[config.mk]
export PLATFORM = sky130hd
export DESIGN_NAME = cmd_dispatch
export DESIGN_NICKNAME = d
export VERILOG_FILES = /design/src/rtl/cmd_dispatch.sv
export SDC_FILE = /design/constraint.sdc
export NUM_CORES = 1
export LEC_CHECK = 0
export BUFFER_PORTS_ARGS = -buffer_cell sky130_fd_sc_hd__buf_4
export CORE_ASPECT_RATIO = 0.8
export CORE_MARGIN = 5
export CORE_UTILIZATION = 30
export DETAILED_ROUTE_END_ITERATION = 16
export GPL_ROUTABILITY_DRIVEN = 0
export MAX_ROUTING_LAYER = met4
export SLEW_MARGIN = 20
export SYNTH_ARGS = -nofsm -noshare
export SYNTH_HDL_FRONTEND = slang
export SYNTH_SLANG_ARGS = --single-unit
[constraint.sdc]
create_clock -name clk -period 2.4 [get_ports clk]
set_input_delay 0.12 -clock clk [delete_from_list [all_inputs] [get_ports clk]]
set_output_delay 0.12 -clock clk [all_outputs]
set_load 0.03 [all_outputs]
[src/rtl/cmd_dispatch.sv]
// cmd_dispatch: pops commands from the FIFO and issues each one as a register write or as a pipeline fence.
// A fence waits for pipe_idle. cmd_count counts both kinds of completed command and wraps.
module cmd_dispatch #(
    parameter int         WIDTH      = 72,
    parameter logic [6:0] FENCE_ADDR = 7'h7F
) (
    input  logic             clk,
    input  logic             rst_n,
    input  logic             enable,
    output logic             fifo_rd_en,
    input  logic [WIDTH-1:0] fifo_rd_data,
    input  logic             fifo_rd_empty,
    output logic             reg_wr_valid,
    input  logic             reg_wr_ready,
    output logic [6:0]       reg_wr_addr,
    output logic [63:0]      reg_wr_data,
    input  logic             pipe_idle,
    output logic             busy,
    output logic [15:0]      cmd_count
);
    localparam logic [1:0] IDLE  = 2'd0;
    localparam logic [1:0] LOAD  = 2'd1;
    localparam logic [1:0] ISSUE = 2'd2;
    localparam logic [1:0] FENCE = 2'd3;
    logic [1:0]  state;
    logic [6:0]  addr;
    logic [63:0] data;
    logic        done;
    logic        unused_reserved;
    assign unused_reserved = ^fifo_rd_data[WIDTH-1:71];
    // Gating with rst_n keeps the pop strobe low during reset, even though state is still unknown.
    assign fifo_rd_en   = rst_n && state == IDLE && enable && !fifo_rd_empty;
    assign reg_wr_valid = state == ISSUE;
    assign busy         = state != IDLE;
    assign reg_wr_addr  = addr;
    assign reg_wr_data  = data;
    assign done         = (state == ISSUE && reg_wr_ready) || (state == FENCE && pipe_idle);
    always_ff @(posedge clk) begin
        if (!rst_n) begin
            state     <= IDLE;
            cmd_count <= 16'd0;
            addr      <= 7'd0;
            data      <= 64'd0;
        end else begin
            state <= state == IDLE ? (fifo_rd_en ? LOAD : IDLE) :
                     state == LOAD ? (fifo_rd_data[70:64] == FENCE_ADDR ? FENCE : ISSUE) :
                     done ? IDLE : state;
            if (state == LOAD) begin
                addr <= fifo_rd_data[70:64];
                data <= fifo_rd_data[63:0];
            end
            if (done) cmd_count <= cmd_count + 16'd1;
        end
    end
endmodule

==> tab_implementation.tex, run 1 <==
\begin{tabular}{lr}
\hline
Metric & Value \\
\hline
\multicolumn{2}{l}{\textbf{CTS}} \\
Hold\_buf cts & 0 \\
Latest clock arrival within the worst-skew pair & 0.34 ns \\
Clock tree from TritonCTS & yes \\
Root Buffer & sky130\_fd\_sc\_hd\_\_clkbuf\_16 \\
H-Tree Level Count & 3 \\
Number of buffers inserted during clock tree synthesis & 9 \\
Post-CTS clock slew at the launch and capture registers of the worst setup and hold paths & roughly 0.06 ns \\
Worst-case clock buffer depth & 2 \\
Post-cts sizing count & 0 \\
TritonCTS Sinks & 89 \\
Post-CTS setup-driven buffer insertion count & 0 \\
\multicolumn{2}{l}{\textbf{Logic synthesis}} \\
Dominant combinational cell family by area after synthesis & simple AND/OR/NAND/NOR gates \\
Number of flops mapped to enable cells by yosys & 0 \\
Yosys warning total & 0 \\
Area fraction in compound gates after synthesis & 0.170 \\
Synth Instances & 410 \\
Post-Synth Simple-Gate Area & 0.244 \\
Synthesized-area fraction occupied by adder cells & 0.00359 \\
Synthesized cell area & roughly 3500 um2 \\
Fraction of synthesis flops using an asynchronous set or reset pin & 0 \\
Post-synthesis sequential area ratio & 0.512 \\
Top\_reg\_cell synth & sky130\_fd\_sc\_hd\_\_dfxtp\_1 \\
Most frequently used cell type in the post-synthesis netlist & sky130\_fd\_sc\_hd\_\_nand2\_1 \\
Multiplexer fraction of the synthesized cell area & 0.0187 \\
Largest cells by area after synthesis & sky130\_fd\_sc\_hd\_\_dfxtp\_1 51\%, sky130\_fd\_sc\_hd\_\_nand2\_1 16\%, sky130\_fd\_sc\_hd\_\_a21boi\_0 16\% \\
Synth Area per Inst & about 8.5 um2 \\
Leading cell types by count after synthesis & 152 x sky130\_fd\_sc\_hd\_\_nand2\_1, 89 x sky130\_fd\_sc\_hd\_\_dfxtp\_1, 73 x sky130\_fd\_sc\_hd\_\_a21boi\_0, 25 x sky130\_fd\_sc\_hd\_\_clkbuf\_1, 11 x sky130\_fd\_sc\_hd\_\_nand3\_1 \\
Cell taking the most area after synthesis & sky130\_fd\_sc\_hd\_\_dfxtp\_1 \\
Unique cell type count in the Yosys netlist & 31 \\
Synthesized netlist net count & $\sim$490 \\
Area share of the leading cell type in the synthesized netlist & 0.512 \\
Flip-flop and latch count after synthesis & $\sim$90 \\
Xor/xnor share of the synthesized area & 0.0226 \\
\multicolumn{2}{l}{\textbf{Critical path}} \\
Start-to-end type of the worst setup path & reg2out \\
Kind of cell adding the most delay to the critical path & simple AND/OR/NAND/NOR gates \\
Arrival time at the worst endpoint & between 1.5 and 2 ns \\
Worst path buffer plus inverter count & 1 \\
Cell Chain, Critical Path & or2\_2, nor3\_1, buf\_4 \\
Critical-path cell with the highest stage delay & sky130\_fd\_sc\_hd\_\_nor3\_1 \\
Type of element launching the critical path & register \\
Slowest stage delay, CP & around 0.40 ns \\
Worst Path Required & between 2 and 2.5 ns \\
Start point of the critical path & state[1] \\
Crit path capture & fifo\_rd\_en \\
CP endpoint kind & output pin \\
Reg2reg setup slack & 0.55 ns \\
Critical register-to-register path endpoint & cmd\_count[14] \\
Max FO, Critical Path & 7 \\
FF-to-FF path depth & 4 \\
Reg2Reg Launch Point & state[1] \\
Logic depth of the worst setup path including buffers & 3 \\
\multicolumn{2}{l}{\textbf{Place}} \\
Buffers on Ports & roughly 170 \\
HPWL Detailed & roughly 7200 um \\
\multicolumn{2}{l}{\textbf{STA}} \\
Number of max-slew violations in the final report & 0 \\
Hold Slack & a little under 0.04 ns \\
Setup repair after global routing missed its margin & no \\
Final period util & 0.773 \\
Worst clock skew on the final layout & approximately 0.0056 ns \\
Relative slew slack & 0.665 \\
Slew at the pin with the worst max-slew slack & roughly 0.50 ns \\
Setup violators final & 0 \\
Time the worst path needs with I/O delays and setup & 1.86 ns \\
Total negative setup slack & 0 ns \\
Fin. Hold Viols & 0 \\
Fmax achieved & 539 MHz \\
\multicolumn{2}{l}{\textbf{Global routing}} \\
Number of global-route vias before repair & $\sim$3.2k \\
Remaining global-route overflow & 0 \\
GRT Resource Usage Total & 0.146 \\
First-pass GRT wire length & 15800 um \\
Initial antenna violation count & 0 \\
Pin count of the biggest net entering global routing & 49 \\
\multicolumn{2}{l}{\textbf{Drt}} \\
Post-Route WL & just under 10000 um \\
Via count & about 3.2k \\
Vias per Instance & 4.50 \\
Detail-routed net length per standard cell & 13.6 um \\
Post-route DRC violation count & 0 \\
1st-pass router iterations & 4 \\
Final ANT Viol Nets & 0 \\
DRT iter0 DRCs & 185 \\
\multicolumn{2}{l}{\textbf{Final layout}} \\
Fraction of final layout cells with drive strength greater than 1 & 0.332 \\
Antenna Diode Count & 0 \\
Layout overhead on the synthesized area & 47.7\% \\
Net count, final & about 650 \\
Fill count & 1129 \\
Combined area of the multi-input logic cells & roughly 1600 um2 \\
Post-route core utilization & 0.450 \\
Register area & around 1800 um2 \\
\multicolumn{2}{l}{\textbf{Power and ir drop}} \\
Power per Cell Area & approximately 640 nW/um2 \\
Leakage power total & roughly 2.2 nW \\
Worst ir drop on vdd & between 400 and 500 uV \\
\multicolumn{2}{l}{\textbf{Floorplanning}} \\
Die outline area & 13900 um2 \\
Initial core utilization & 0.305 \\
Total I/O pin count & around 170 \\
Die X-Extent & around 130 um \\
Number of standard-cell rows in the floorplan & 35 \\
Area of the core region & 11400 um2 \\
Die span in y & about 110 um \\
\multicolumn{2}{l}{\textbf{Status}} \\
Outcome & complete, no violations \\
\multicolumn{2}{l}{\textbf{Flow run}} \\
Number of max-cap violations & 0 \\
\multicolumn{2}{l}{\textbf{Hold path}} \\
Tightest Hold Check Type & in2reg \\
\hline
\end{tabular}
worst min-delay path: cells and delay by family:
family | cells | cell delay, ns
AO/OA/AOI/OAI | 1 | 0.06
buffers and inverters | 1 | 0.11
AND/OR/NAND/NOR | 1 | 0.04
through the flow:
step                total power [mW]  cells  worst slack (ns)  cell area [um2]
floorplan                       1.82    410             0.463             3480
global placement                2.04    704             0.575             4880
detailed placement              2.05    704             0.561             4880
CTS                             3.35    718             0.545             5140
global route                    3.45    718             0.434             5140
finish                          3.30    718             0.545             5140
metal layers:
metal	GRT usage	wire length, um	vias up
met5	-	0	-
met4	0.0352	111	0
met3	0.0643	903	9
met2	0.216	4300	102
met1	0.184	4440	1473
li1	-	-	1650
power breakdown:
group	leakage (nW)	total, mW	internal, mW	switching [mW]
logic	1.32	0.452	0.203	0.249
clock network	0.129	1.29	0.748	0.541
registers	0.720	1.56	1.53	0.0303
kinds of logic after synthesis:
logic type | Yosys count
simple gates | 199
flops | 89
compound gates | 79
buf+inv | 27
xor+xnor | 9
mux | 6
fa+ha+maj | 1
final cells by class:
class	instances	share of cell area
tap	148	0.0360
clock buffer	14	0.0513
timing repair buffer	172	0.253
multi-input combinational	294	0.312
sequential	89	0.346
inverter	1	0.000730
layout by cell type, fill, tap and decap left out, drive strengths merged:
cell,count
clkbuf,14
nand2,152
o21ai,2
or2,1
and3,2
nor4,3
buf,172
nor2,2
nand4,5
a21o,1
and4,1
or3,2
ha,1
nor2b,3
nand3,11
mux2i,5
nand2b,4
and2,7
xnor2,5
mux2,1
or4,1
o31ai,1
nor3,5
xor2,4
dfxtp,89
o311a,1
inv,1
a21boi,74
worst min path at each step:
| stage | from | endpoint | depth (start not counted) |
|---|---|---|---|
| 6_report | fifo_rd_data[14] | reg_wr_data[14] | 3 |
| 5_1_grt | fifo_rd_data[18] | reg_wr_data[18] | 3 |
| 4_1_cts | fifo_rd_data[8] | reg_wr_data[8] | 3 |
| 3_5_place_dp | fifo_rd_data[8] | reg_wr_data[8] | 3 |
| 3_3_place_gp | fifo_rd_data[25] | reg_wr_data[25] | 3 |
| 2_1_floorplan | fifo_rd_data[53] | reg_wr_data[53] | 2 |
state kept, by name, summed over array words and instances (netlist names):
signal,flops
cmd_count,16
reg_wr_addr,7
reg_wr_data,64
state,2
Note: power is estimated with default switching activity, not from simulation.
==> run 2, diff against run 1 <==
Clock period 2.4 ns to 1.7 ns, I/O delays scaled along.
==> run 2 against run 1 <==
  * Sequential share of layout area fell by 3.5 points
  * Final cell count rose by 7.2%
  * Clock power rose by 44%
  * Critical path depth rose by 2
  * Worst setup slack got worse by 0.49 ns
  * Clock-buffer cell count fell by 2
  * Via count rose by 8.2%
  * Clock skew rose by 0.0019 ns
  * Largest cell class is now buffers
  * Die area did not move
  * Register-to-register slack got worse by 0.49 ns
  * Power rose by 46%
==> tab_implementation.tex, run 2 (synthesis gave the netlist of run 1 again) <==
\begin{tabular}{lr}
\hline
Metric & Value \\
\hline
\multicolumn{2}{l}{\textbf{Drt}} \\
1st-pass router iterations & 4 \\
Topmost layer with routed signal wires & met4 \\
DRT iter0 DRCs & around 160 \\
Via count & approximately 3.5k \\
Routed met1 length & approximately 4500 um \\
Routed length on met3 & approximately 840 um \\
Detail-routed net length per standard cell & 13.3 um \\
Post-Route WL & slightly above 10000 um \\
Vias per Instance & between 4 and 5 \\
Routed wl met2 & a little under 5000 um \\
Final ANT Viol Nets & 0 \\
Post-route DRC violation count & 0 \\
\multicolumn{2}{l}{\textbf{Status}} \\
Outcome & complete, no violations \\
\multicolumn{2}{l}{\textbf{Global routing}} \\
GRT Resource Usage Total & 0.153 \\
Number of global-route vias before repair & 3367 \\
Pin count of the biggest net entering global routing & 56 \\
Initial antenna violation count & 0 \\
Remaining global-route overflow & 0 \\
First-pass GRT wire length & about 17000 um \\
\multicolumn{2}{l}{\textbf{CTS}} \\
Number of buffers inserted during clock tree synthesis & 9 \\
Post-CTS clock slew at the launch and capture registers of the worst setup and hold paths & roughly 0.06 ns \\
TritonCTS Sinks & just under 90 \\
H-Tree Level Count & 3 \\
Clock tree from TritonCTS & yes \\
Root Buffer & sky130\_fd\_sc\_hd\_\_clkbuf\_16 \\
Latest clock arrival within the worst-skew pair & 0.33 ns \\
Worst-case clock buffer depth & 2 \\
\multicolumn{2}{l}{\textbf{Critical path}} \\
Cell Chain, Critical Path & ha\_4, nand3\_2, or3\_4, or4\_1, a21boi\_1 \\
Start-to-end type of the worst setup path & reg2reg \\
Type of element launching the critical path & register \\
CP endpoint kind & register \\
Slowest stage delay, CP & 0.48 ns \\
Max FO, Critical Path & 5 \\
Kind of cell adding the most delay to the critical path & simple AND/OR/NAND/NOR gates \\
Critical-path cell with the highest stage delay & sky130\_fd\_sc\_hd\_\_or4\_1 \\
Arrival time at the worst endpoint & 1.91 ns \\
Worst path buffer plus inverter count & 0 \\
Worst Path Required & between 1.5 and 2 ns \\
\multicolumn{2}{l}{\textbf{Floorplanning}} \\
Number of standard-cell rows in the floorplan & 35 \\
Die span in y & around 110 um \\
Die X-Extent & 130 um \\
Total I/O pin count & roughly 170 \\
Initial core utilization & 0.305 \\
Area of the core region & around 11000 um2 \\
Die outline area & approximately 14000 um2 \\
\multicolumn{2}{l}{\textbf{STA}} \\
Final period util & 0.967 \\
Time the worst path needs with I/O delays and setup & about 1.6 ns \\
Setup repair after global routing missed its margin & yes \\
Total negative setup slack & 0 ns \\
Relative slew slack & 0.753 \\
Fin. Hold Viols & 0 \\
Final worst setup slack & approximately 0.056 ns \\
Worst clock skew on the final layout & 0.00747 ns \\
Hold Slack & 0.0180 ns \\
Setup violators final & 0 \\
Number of max-slew violations in the final report & 0 \\
Fmax achieved & $\sim$600 MHz \\
Slew at the pin with the worst max-slew slack & 0.370 ns \\
\multicolumn{2}{l}{\textbf{Final layout}} \\
Combined area of the multi-input logic cells & between 1500 and 2000 um2 \\
Layout overhead on the synthesized area & 64.5\% \\
Fill count & about 1.1k \\
Antenna Diode Count & 0 \\
Register area & approximately 1800 um2 \\
Finished Cell Area & 5730 um2 \\
Most common library cell in the layout ignoring fill and taps & sky130\_fd\_sc\_hd\_\_buf\_4 \\
Largest register FFs & 64 \\
Fraction of final layout cells with drive strength greater than 1 & 0.334 \\
Net count, final & 697 \\
Highest-count cells in the layout ignoring fill and taps & 177 x sky130\_fd\_sc\_hd\_\_buf\_4, 151 x sky130\_fd\_sc\_hd\_\_nand2\_1, 87 x sky130\_fd\_sc\_hd\_\_dfxtp\_1 \\
\multicolumn{2}{l}{\textbf{Power and ir drop}} \\
Worst ir drop on vdd & $\sim$570 uV \\
Power per Cell Area & 838 nW/um2 \\
Leakage power total & between 2 and 2.5 nW \\
PnR Total Power & between 4 and 5 mW \\
\multicolumn{2}{l}{\textbf{Place}} \\
Buffers on Ports & between 150 and 200 \\
Placed instance area & about 5000 um2 \\
Pre-CTS setup slack & approximately 0.018 ns \\
HPWL Detailed & roughly 7200 um \\
\multicolumn{2}{l}{\textbf{Flow run}} \\
Number of max-cap violations & 0 \\
\multicolumn{2}{l}{\textbf{Hold path}} \\
Tightest Hold Check Type & in2reg \\
\hline
\end{tabular}
-- run 2: changes by cell type in the layout (fill, tap and decap cells not counted), sizes merged --
cell / change
clkbuf: -2
dlygate4sd3: +41
buf: +10
clkinv: +3
-- run 2: path summary, 6_finish.rpt --
| check | from | to | slack (ns) | cells past startpoint |
|---|---|---|---|---|
| min reg2reg | reg_wr_data[8] | reg_wr_data[8] | 0.46 | 2 |
| min | fifo_rd_data[2] | reg_wr_data[2] | 0.02 | 3 |
| max reg2reg | cmd_count[0] | cmd_count[14] | 0.06 | 5 |
| max | cmd_count[0] | cmd_count[14] | 0.06 | 5 |
-- run 2: worst min-delay path, cell delays in order --
cell and delay (ns):
sky130_fd_sc_hd__buf_4 0.11, sky130_fd_sc_hd__nand2_1 0.04, sky130_fd_sc_hd__a21boi_0 0.06
-- run 2: routing by layer --
metal / track usage / up-vias
met5: - / -
met4: 0.0485 / 0
met3: 0.0517 / 14
met2: 0.234 / 110
met1: 0.189 / 1613
li1: - / 1763
-- run 2: layout make-up --
cell class	count	share of cell area
clock inverters	3	0.00262
inverters	1	0.000655
flip-flops and latches	89	0.311
well taps	148	0.0323
multi-input cells	294	0.285
clock buffers	12	0.0465
repair buffers	223	0.321
-- run 2: what timing repair did --
item,CTS,global route
setup buffers,0,1
hold buffers,41,0
resized for setup,0,4
endpoints found under the hold margin,41,0
endpoints found under the setup margin,0,2
-- run 2: where the power goes --
part	leakage, nW	internal, mW	switching, mW
registers	0.721	2.16	0.0376
logic	1.56	0.369	0.382
clock network	0.144	1.09	0.763
total	2.43	3.62	1.18
-- run 2: per-stage QoR --
| step | util | std cells |
|---|---|---|
| after CTS | 0.498 | 769 |
| after floorplan | - | 410 |
| after detailed placement | 0.438 | 713 |
| final | 0.501 | 770 |
| after global routing | 0.501 | 770 |
| after global placement | 0.438 | 713 |
